`config.mk`:
```
export PLATFORM = sky130hd
export DESIGN_NAME = sap_sequencer_flat
export DESIGN_NICKNAME = d
export VERILOG_FILES = /design/src/rtl/sap_sequencer_if.sv /design/src/rtl/sap_sequencer.sv /design/src/flat_wrapper.sv
export SDC_FILE = /design/constraint.sdc
export NUM_CORES = 1
export LEC_CHECK = 0
export BUFFER_PORTS_ARGS = -buffer_cell sky130_fd_sc_hd__buf_2
export CAP_MARGIN = 10
export CORE_ASPECT_RATIO = 0.75
export CORE_MARGIN = 2
export CORE_UTILIZATION = 31
export DETAILED_ROUTE_END_ITERATION = 10
export GPL_ROUTABILITY_DRIVEN = 0
export MAX_ROUTING_LAYER = met4
export PLACE_DENSITY = 0.58
export SLEW_MARGIN = 20
export SYNTH_ARGS = -nofsm -noshare
export SYNTH_HDL_FRONTEND = slang
export SYNTH_SLANG_ARGS = --single-unit
```
`constraint.sdc`:
```
create_clock -name clock -period 1.4 [get_ports clock]
set_input_delay 0.21 -clock clock [delete_from_list [all_inputs] [get_ports clock]]
set_output_delay 0.21 -clock clock [all_outputs]
set_load 0.05 [all_outputs]
```
`src/rtl/sap_sequencer_if.sv`:
```
// Control/status bundle between the SAP-1 sequencer and whoever drives run/step and
// consumes the control word.
interface sap_sequencer_if;
    logic [3:0]  instruction;
    logic        run;
    logic        step;
    logic [11:0] control_word;
    logic [5:0]  t_state;
    logic        halted;
    logic        instr_done;

    modport master (
        output instruction, run, step,
        input  control_word, t_state, halted, instr_done
    );

    modport slave (
        input  instruction, run, step,
        output control_word, t_state, halted, instr_done
    );
endinterface

```
`src/rtl/sap_sequencer.sv`:
```
// SAP-1 control sequencer: six-state ring (T1..T6) decoding the IR opcode into a
// 12-bit {Cp,Ep,Lm,Ce,Li,Ei,La,Ea,Su,Eu,Lb,Lo} control word, with halt and run/step gating.
module sap_sequencer (
    input  logic           clock,
    input  logic           reset,
    sap_sequencer_if.slave bus
);
    localparam logic [3:0]  OP_LDA    = 4'b0000;
    localparam logic [3:0]  OP_ADD    = 4'b0001;
    localparam logic [3:0]  OP_SUB    = 4'b0010;
    localparam logic [3:0]  OP_OUT    = 4'b1110;
    localparam logic [3:0]  OP_HLT    = 4'b1111;
    localparam logic [11:0] IDLE_WORD = 12'h3A3;

    typedef enum logic [5:0] {
        StT1   = 6'b000001,
        StT2   = 6'b000010,
        StT3   = 6'b000100,
        StT4   = 6'b001000,
        StT5   = 6'b010000,
        StT6   = 6'b100000,
        StHalt = 6'b000000
    } state_e;

    state_e      state_q, state_d;
    logic        halted_q, halted_d;
    logic        done_q, done_d;
    logic        adv;
    logic [11:0] decoded;

    assign adv = ~halted_q & (bus.run | bus.step);

    always_ff @(posedge clock or negedge reset) begin
        if (!reset) begin
            state_q  <= StT1;
            halted_q <= 1'b0;
            done_q   <= 1'b0;
        end else begin
            state_q  <= state_d;
            halted_q <= halted_d;
            done_q   <= done_d;
        end
    end

    always_comb begin
        state_d  = state_q;
        halted_d = halted_q;
        done_d   = 1'b0;
        if (adv) begin
            unique case (state_q)
                StT1: state_d = StT2;
                StT2: state_d = StT3;
                StT3: state_d = StT4;
                StT4: begin
                    if (bus.instruction == OP_HLT) begin
                        state_d  = StHalt;
                        halted_d = 1'b1;
                    end else begin
                        state_d = StT5;
                    end
                end
                StT5: state_d = StT6;
                StT6: begin
                    state_d = StT1;
                    done_d  = 1'b1;
                end
                StHalt: state_d = StHalt;
            endcase
        end
    end

    always_comb begin
        decoded = IDLE_WORD;
        unique case (state_q)
            StT1: decoded = 12'h5A3;
            StT2: decoded = 12'hBA3;
            StT3: decoded = 12'h223;
            StT4: begin
                case (bus.instruction)
                    OP_LDA, OP_ADD, OP_SUB: decoded = 12'h1E3;
                    OP_OUT:                 decoded = 12'h3B2;
                    default:                decoded = IDLE_WORD;
                endcase
            end
            StT5: begin
                case (bus.instruction)
                    OP_LDA:         decoded = 12'h283;
                    OP_ADD, OP_SUB: decoded = 12'h2A1;
                    default:        decoded = IDLE_WORD;
                endcase
            end
            StT6: begin
                case (bus.instruction)
                    OP_ADD:  decoded = 12'h387;
                    OP_SUB:  decoded = 12'h38F;
                    default: decoded = IDLE_WORD;
                endcase
            end
            StHalt: decoded = IDLE_WORD;
        endcase
    end

    // Idle whenever the ring is not moving so a held Cp cannot bump the PC twice;
    // reset gates the word combinationally so it goes idle without waiting for an edge.
    assign bus.control_word = (reset && adv) ? decoded : IDLE_WORD;
    assign bus.t_state      = state_q;
    assign bus.halted       = halted_q;
    assign bus.instr_done   = done_q;
endmodule

```
`src/flat_wrapper.sv`:
```
// flat-port wrapper written by rule: the top's interface ports become plain ports
module sap_sequencer_flat 
  (clock, reset, bus_instruction, bus_run, bus_step, bus_control_word, bus_t_state, bus_halted, bus_instr_done);
  sap_sequencer_if bus_i ();
  input  logic clock;
  input  logic reset;
  input wire logic [$bits(bus_i.instruction)-1:0] bus_instruction;
  input wire logic [$bits(bus_i.run)-1:0] bus_run;
  input wire logic [$bits(bus_i.step)-1:0] bus_step;
  output wire logic [$bits(bus_i.control_word)-1:0] bus_control_word;
  output wire logic [$bits(bus_i.t_state)-1:0] bus_t_state;
  output wire logic [$bits(bus_i.halted)-1:0] bus_halted;
  output wire logic [$bits(bus_i.instr_done)-1:0] bus_instr_done;
  assign bus_i.instruction = bus_instruction;
  assign bus_i.run = bus_run;
  assign bus_i.step = bus_step;
  assign bus_control_word = bus_i.control_word;
  assign bus_t_state = bus_i.t_state;
  assign bus_halted = bus_i.halted;
  assign bus_instr_done = bus_i.instr_done;
  sap_sequencer u_core (.clock(clock), .reset(reset), .bus(bus_i));
endmodule
```
==> impl_metrics.yaml, run 1 <==
run_status:
  status: "finished, violations left"
  violations: "negative setup slack"
yosys:
  syn-num-nets: 87
  synth-seq-cells: 8
  synthCells: 79
  yosysWarnings: 0
  synth_enable_flop_cells: 0
  async_flop_share_pct: 100
  yosysSeqAreaShare_pct: 29.1
  avgSynthCellArea_um2: 8.76
  synth_area_um2: 692
  synth.distinct_cells: 41
  synth_ff_type: "dfrtp_1"
timing:
  period_share_pct: 142
  worst_pin_slew_ns: 0.423
  timing_hold_violations_final: 0
  final.setup.tns_ns: -6.41
  period_needed_ns: 1.99
  max_freq_mhz: 502
  report.final.slew_viol_count: 0
  timing.hold.ws_ns: 0.395
  rsz0062_at_grt: "yes"
  setup_viol: 14
  setup_ws_ns: -0.592
  relSlewSlack_pct: 71.7
  finClkSkew_ns: 0.00671
placement:
  place_ws_ns: -0.368
  portBuffers: 27
  post-dp-hpwl_um: 1840
setup_path:
  cp.depth: 5
  critPathArrivalTime_ns: 1.78
  crit_path_top_delay_cell: "dfrtp_2"
  cp-start-kind: "register"
  critPathMaxStageDelay_ns: 0.45
  rrSetupSlack_ns: -0.20
  crit_required_ns: 1.19
  crit_path_end_kind: "output port"
  ff2ff_path_depth: 7
  worstPathCellList: "buf_4 > o41ai_2 > o311a_1 > nand4_1 > buf_6"
  cp_max_fo: 5
  setup.worst_path.class: "register to output port"
  cp_top_family: "compound AO/OA/AOI/OAI gates"
  crit_buf_inv: 2
clocking:
  cts_tree: "yes"
  clk_pin_slew_ns: 0.06
  cts_root_buf: "clkbuf_4"
  clk_latency_ns: 0.26
  cts_made_buffers: 3
  cts_sinks: 8
  cts.htree.levels: 1
  cts_max_path_buffers: 2
floorplanning:
  start_util_pct: 33.8
  die_width_um: 58.6
  core_mm2: 0.00205
  row_count: 14
  die-area_mm2: 0.00263
  ioPinCount: 28
  fp.dieH_um: 44.9
drt:
  drt-total-wl_um: 2500
  via_count: 887
  drt-pass1-iter-count: 4
  first_iter_violations: 31
  viasPerCell: 5.34
  ant_nets: 0
  wire_per_inst_um: 15.1
  drc: 0
layout:
  fillers: 168
  nets: 151
  drive_above_1_share_pct: 69.7
  final_common_cell: "buf_4"
  diodes: 0
  final_cell_mix: "buf_4 (34), buf_6 (14), buf_2 (13), nand2_1 (6), dfrtp_2 (6)"
  area_delta_synth_final_pct: 98.4
grt:
  grt_use_met3_pct: 5.44
  grt_usage_pct: 20.0
  use_met2_pct: 31.5
  first_global_vias: 808
  grt_pass1_wl_um: 3770
  grt.overflow.total: 0
  busiest_layer: "met2"
  grt_max_degree: 9
  met1_usage_pct: 27.0
  antenna_found_initial: 0
run:
  drv_cap: 0
power_and_ir_drop:
  p_int_mw: 1.33
  clkPwrFrac_pct: 7.3
  netSwitchingFraction_pct: 51.4
  seq_power_share_pct: 17.1
  max-vdd-ir-drop_uv: 1320
  power.density_mw_per_mm2: 1990
  p_switching_mw: 1.40
  report.power.total_mw: 2.73
  leakagePower_nw: 0.611
  power_frac_comb_pct: 75.6
min_path:
  hold_class: "primary input to asynchronous set/reset pin"
[synth_stat cells, types with 3 or more instances]
cell type | count | area (um2)
o21bai_1 | 3 | 22.5
nor2_1 | 6 | 22.5
dfrtp_1 | 7 | 175
nand2_1 | 7 | 26.3
nor3_1 | 5 | 25.0
inv_1 | 4 | 15.0
nor4_1 | 3 | 18.8
o211ai_1 | 3 | 22.5
[power groups by stage]
stage	combinational [mW]	clock, mW	sequential (mW)
final	2.06	0.200	0.467
after global routing	2.18	0.219	0.481
after CTS	1.91	0.207	0.456
after detailed placement	1.70	0	0.457
after global placement	1.69	0	0.452
after floorplan	0.982	0	0.635
[timing repair]
| action | CTS | global route |
|---|---|---|
| resized for setup | 35 | 7 |
| hold endpoints to repair | 7 | 0 |
| setup endpoints to repair | 14 | 16 |
| pin swaps | 11 | 4 |
| hold buffers | 1 | 0 |
| setup buffers | 3 | 4 |
[flip-flops by register name, indices dropped and copies added (netlist names)]
| name | count |
|---|---|
| u_core.bus.halted | 1 |
| u_core.bus.t_state | 6 |
| u_core.bus.instr_done | 1 |
[through the flow]
step | utilization (%) | cell area, um2 | std cells
3_5_place_dp | 55.6 | 1140 | 155
6_report | 67.0 | 1370 | 166
2_1_floorplan | - | 788 | 79
5_1_grt | 67.0 | 1370 | 166
4_1_cts | 64.0 | 1310 | 163
3_3_place_gp | 55.6 | 1140 | 155
[logic make-up after synthesis]
family	Yosys count	synth area share, %
compound gates	21	24.6
xor+xnor	2	2.53
fa+ha+maj	1	1.45
buf+inv	9	7.41
flops	8	29.1
simple gates	38	34.9
[worst paths after layout]
path	end	from
max	bus_control_word[7]	u_core.bus.t_state[2]
min	u_core.bus.t_state[3]	reset
max reg2reg	u_core.bus.t_state[1]	u_core.bus.t_state[2]
min reg2reg	u_core.bus.halted	u_core.bus.halted
max in group asynchronous	u_core.bus.t_state[0]	reset
min in group clock	u_core.bus.t_state[4]	bus_instruction[2]
[final cells by class]
type	count	area [um2]	area share (%)
clock buffer	4	26.3	1.91
inverter	4	15.0	1.09
multi-input combinational	62	571	41.6
sequential	8	213	15.5
tap	24	30.0	2.19
timing repair buffer	64	518	37.7
[per-layer routing]
layer	up-vias	wire length, um
met1	436	1210
met2	18	1200
met3	0	97
met5	-	0
met4	0	0
li1	433	-
No activity file was read; power rests on OpenSTA's default activity.
==> inputs of run 2 (changes only) <==
Settings changed: PLACE_DENSITY 0.58 to 0.56.
Clock period 1.4 ns to 2.52 ns, I/O delays scaled along.
==> run 2 against run 1 <==
Against the previous run: the run now ends clean; power is 61% lower; critical path depth unchanged; final cell count shrank 21%; combinational power fell by 67%; sequential power is 39% lower; first-iteration DRC count down 45%; critical path type is now primary input to output port; critical endpoint is now bus_control_word[0]; largest cell class unchanged.
==> impl_metrics.yaml, run 2 (synthesized netlist as in run 1, its figures left out) <==
power_and_ir_drop:
  max-vdd-ir-drop_uv: 591
  netSwitchingFraction_pct: 59.4
  clkPwrFrac_pct: 10.1
  report.power.total_mw: 1.07
  power_frac_comb_pct: 63.0
  leakagePower_nw: 0.384
  p_switching_mw: 0.633
  p_int_mw: 0.433
  seq_power_share_pct: 26.9
  power.density_mw_per_mm2: 1200
placement:
  post-dp-hpwl_um: 1440
  place_area_um2: 853
  portBuffers: 27
setup_path:
  rrSetupSlack_ns: 1.10
  worst_r2r_endpoint: "u_core.bus.t_state[4]"
  crit_path_end_kind: "output port"
  cp-start-kind: "primary input"
  ff2ff_path_depth: 3
  critPathArrivalTime_ns: 2.01
  r2r_start: "u_core.bus.t_state[5]"
  crit_required_ns: 2.14
  cp_max_fo: 11
  setup.worst_path.class: "primary input to output port"
timing:
  worst_pin_slew_ns: 0.456
  max_freq_mhz: 419
  final.setup.tns_ns: 0
  report.final.slew_viol_count: 0
  period_share_pct: 94.7
  relSlewSlack_pct: 69.6
  rsz0062_at_grt: "no"
  timing.hold.ws_ns: 0.507
  period_needed_ns: 2.39
  timing_hold_violations_final: 0
  finClkSkew_ns: 0.0143
  setup_viol: 0
grt:
  grt_pass1_wl_um: 2970
  grt_usage_pct: 15.6
  antenna_found_initial: 0
  grt.overflow.total: 0
  first_global_vias: 602
  grt_max_degree: 15
layout:
  diodes: 0
  largest_reg_flops: 6
  final_common_cell: "buf_2"
  finalInstanceArea_um2: 892
  area_delta_synth_final_pct: 28.9
  drive_above_1_share_pct: 39.3
  final_cell_mix: "buf_2 (26), nand2_1 (7), dfrtp_1 (7), nor2_1 (6)"
  nets: 116
clocking:
  cts_max_path_buffers: 2
  cts_tree: "yes"
  cts_sinks: 8
  cts.htree.levels: 1
  cts_root_buf: "clkbuf_4"
  cts_made_buffers: 3
  postCtsSetupBuffers: 0
  clk_latency_ns: 0.26
  clk_pin_slew_ns: 0.06
drt:
  first_iter_violations: 17
  wire_per_inst_um: 14.4
  ant_nets: 0
  via_count: 709
  viasPerCell: 5.41
  drc: 0
  drt-pass1-iter-count: 4
  drt-total-wl_um: 1890
floorplanning:
  core_mm2: 0.00205
  ioPinCount: 28
  fp.dieH_um: 44.9
  row_count: 14
  die_width_um: 58.6
  start_util_pct: 33.8
  die-area_mm2: 0.00263
min_path:
  hold_class: "primary input to asynchronous set/reset pin"
run:
  drv_cap: 0
run_status:
  status: "completed"
[run 2: changes by cell type in the layout (fill, tap and decap cells not counted), moves of 2 or more]
cell,before,now
nor3_1,2,4
dfrtp_1,1,7
buf_2,13,26
nor4_4,4,2
dfrtp_2,6,0
buf_6,14,0
nor2_1,4,6
buf_4,34,1
buf_8,2,0
[run 2: worst max path at each step]
stage                          startpoint             endpoint  slack, ns  cells after the start
floorplan           u_core.bus.t_state[2]  bus_control_word[8]       0.05                      4
global placement    u_core.bus.t_state[4]  bus_control_word[0]       0.43                      4
detailed placement  u_core.bus.t_state[4]  bus_control_word[0]       0.42                      4
CTS                                 reset  bus_control_word[0]       0.05                      5
global route        u_core.bus.t_state[5]  bus_control_word[0]      0.009                      4
finish                              reset  bus_control_word[0]       0.13                      5
[run 2: what timing repair did]
item,in CTS,in global routing
resized for setup,0,1
setup endpoints to repair,0,2
hold buffers,1,0
hold endpoints to repair,7,0
[run 2: final cells by class]
| type | count | area [um2] |
|---|---|---|
| Fill cell | 228 | 1160 |
| Multi-Input combinational cell | 62 | 464 |
| Sequential cell | 8 | 201 |
| Timing Repair Buffer | 29 | 155 |
| Tap cell | 24 | 30.0 |
| Clock buffer | 4 | 26.3 |
| Inverter | 4 | 15.0 |
[run 2: worst max-delay path, cell delays in order]
cell and delay, ns:
dlygate4sd3_1 0.52, clkbuf_4 0.22, nand2_1 0.14, or4_1 0.52, buf_2 0.22
[run 2: routing by layer]
layer	part of all wire (%)	global-route usage [%]	vias up
met5	0	-	-
met4	0	1.40	0
met3	5.9	5.44	0
met2	43	22.0	18
met1	51	22.3	330
li1	-	-	361
[run 2: power groups by stage]
stage | clock (mW) | sequential [mW] | combinational (mW)
after detailed placement | 0 | 0.288 | 0.674
after floorplan | 0 | 0.342 | 0.493
after global placement | 0 | 0.287 | 0.677
after global routing | 0.121 | 0.301 | 0.721
final | 0.108 | 0.287 | 0.671
after CTS | 0.113 | 0.287 | 0.678
[run 2: through the flow]
step           instances  util, %  setup slack [ns]
3_3_place_gp         126     41.6             0.427
6_report             131     43.5             0.134
3_5_place_dp         126     41.6             0.421
5_1_grt              131     43.5           0.00901
4_1_cts              131     43.4            0.0454
2_1_floorplan         79        -            0.0463
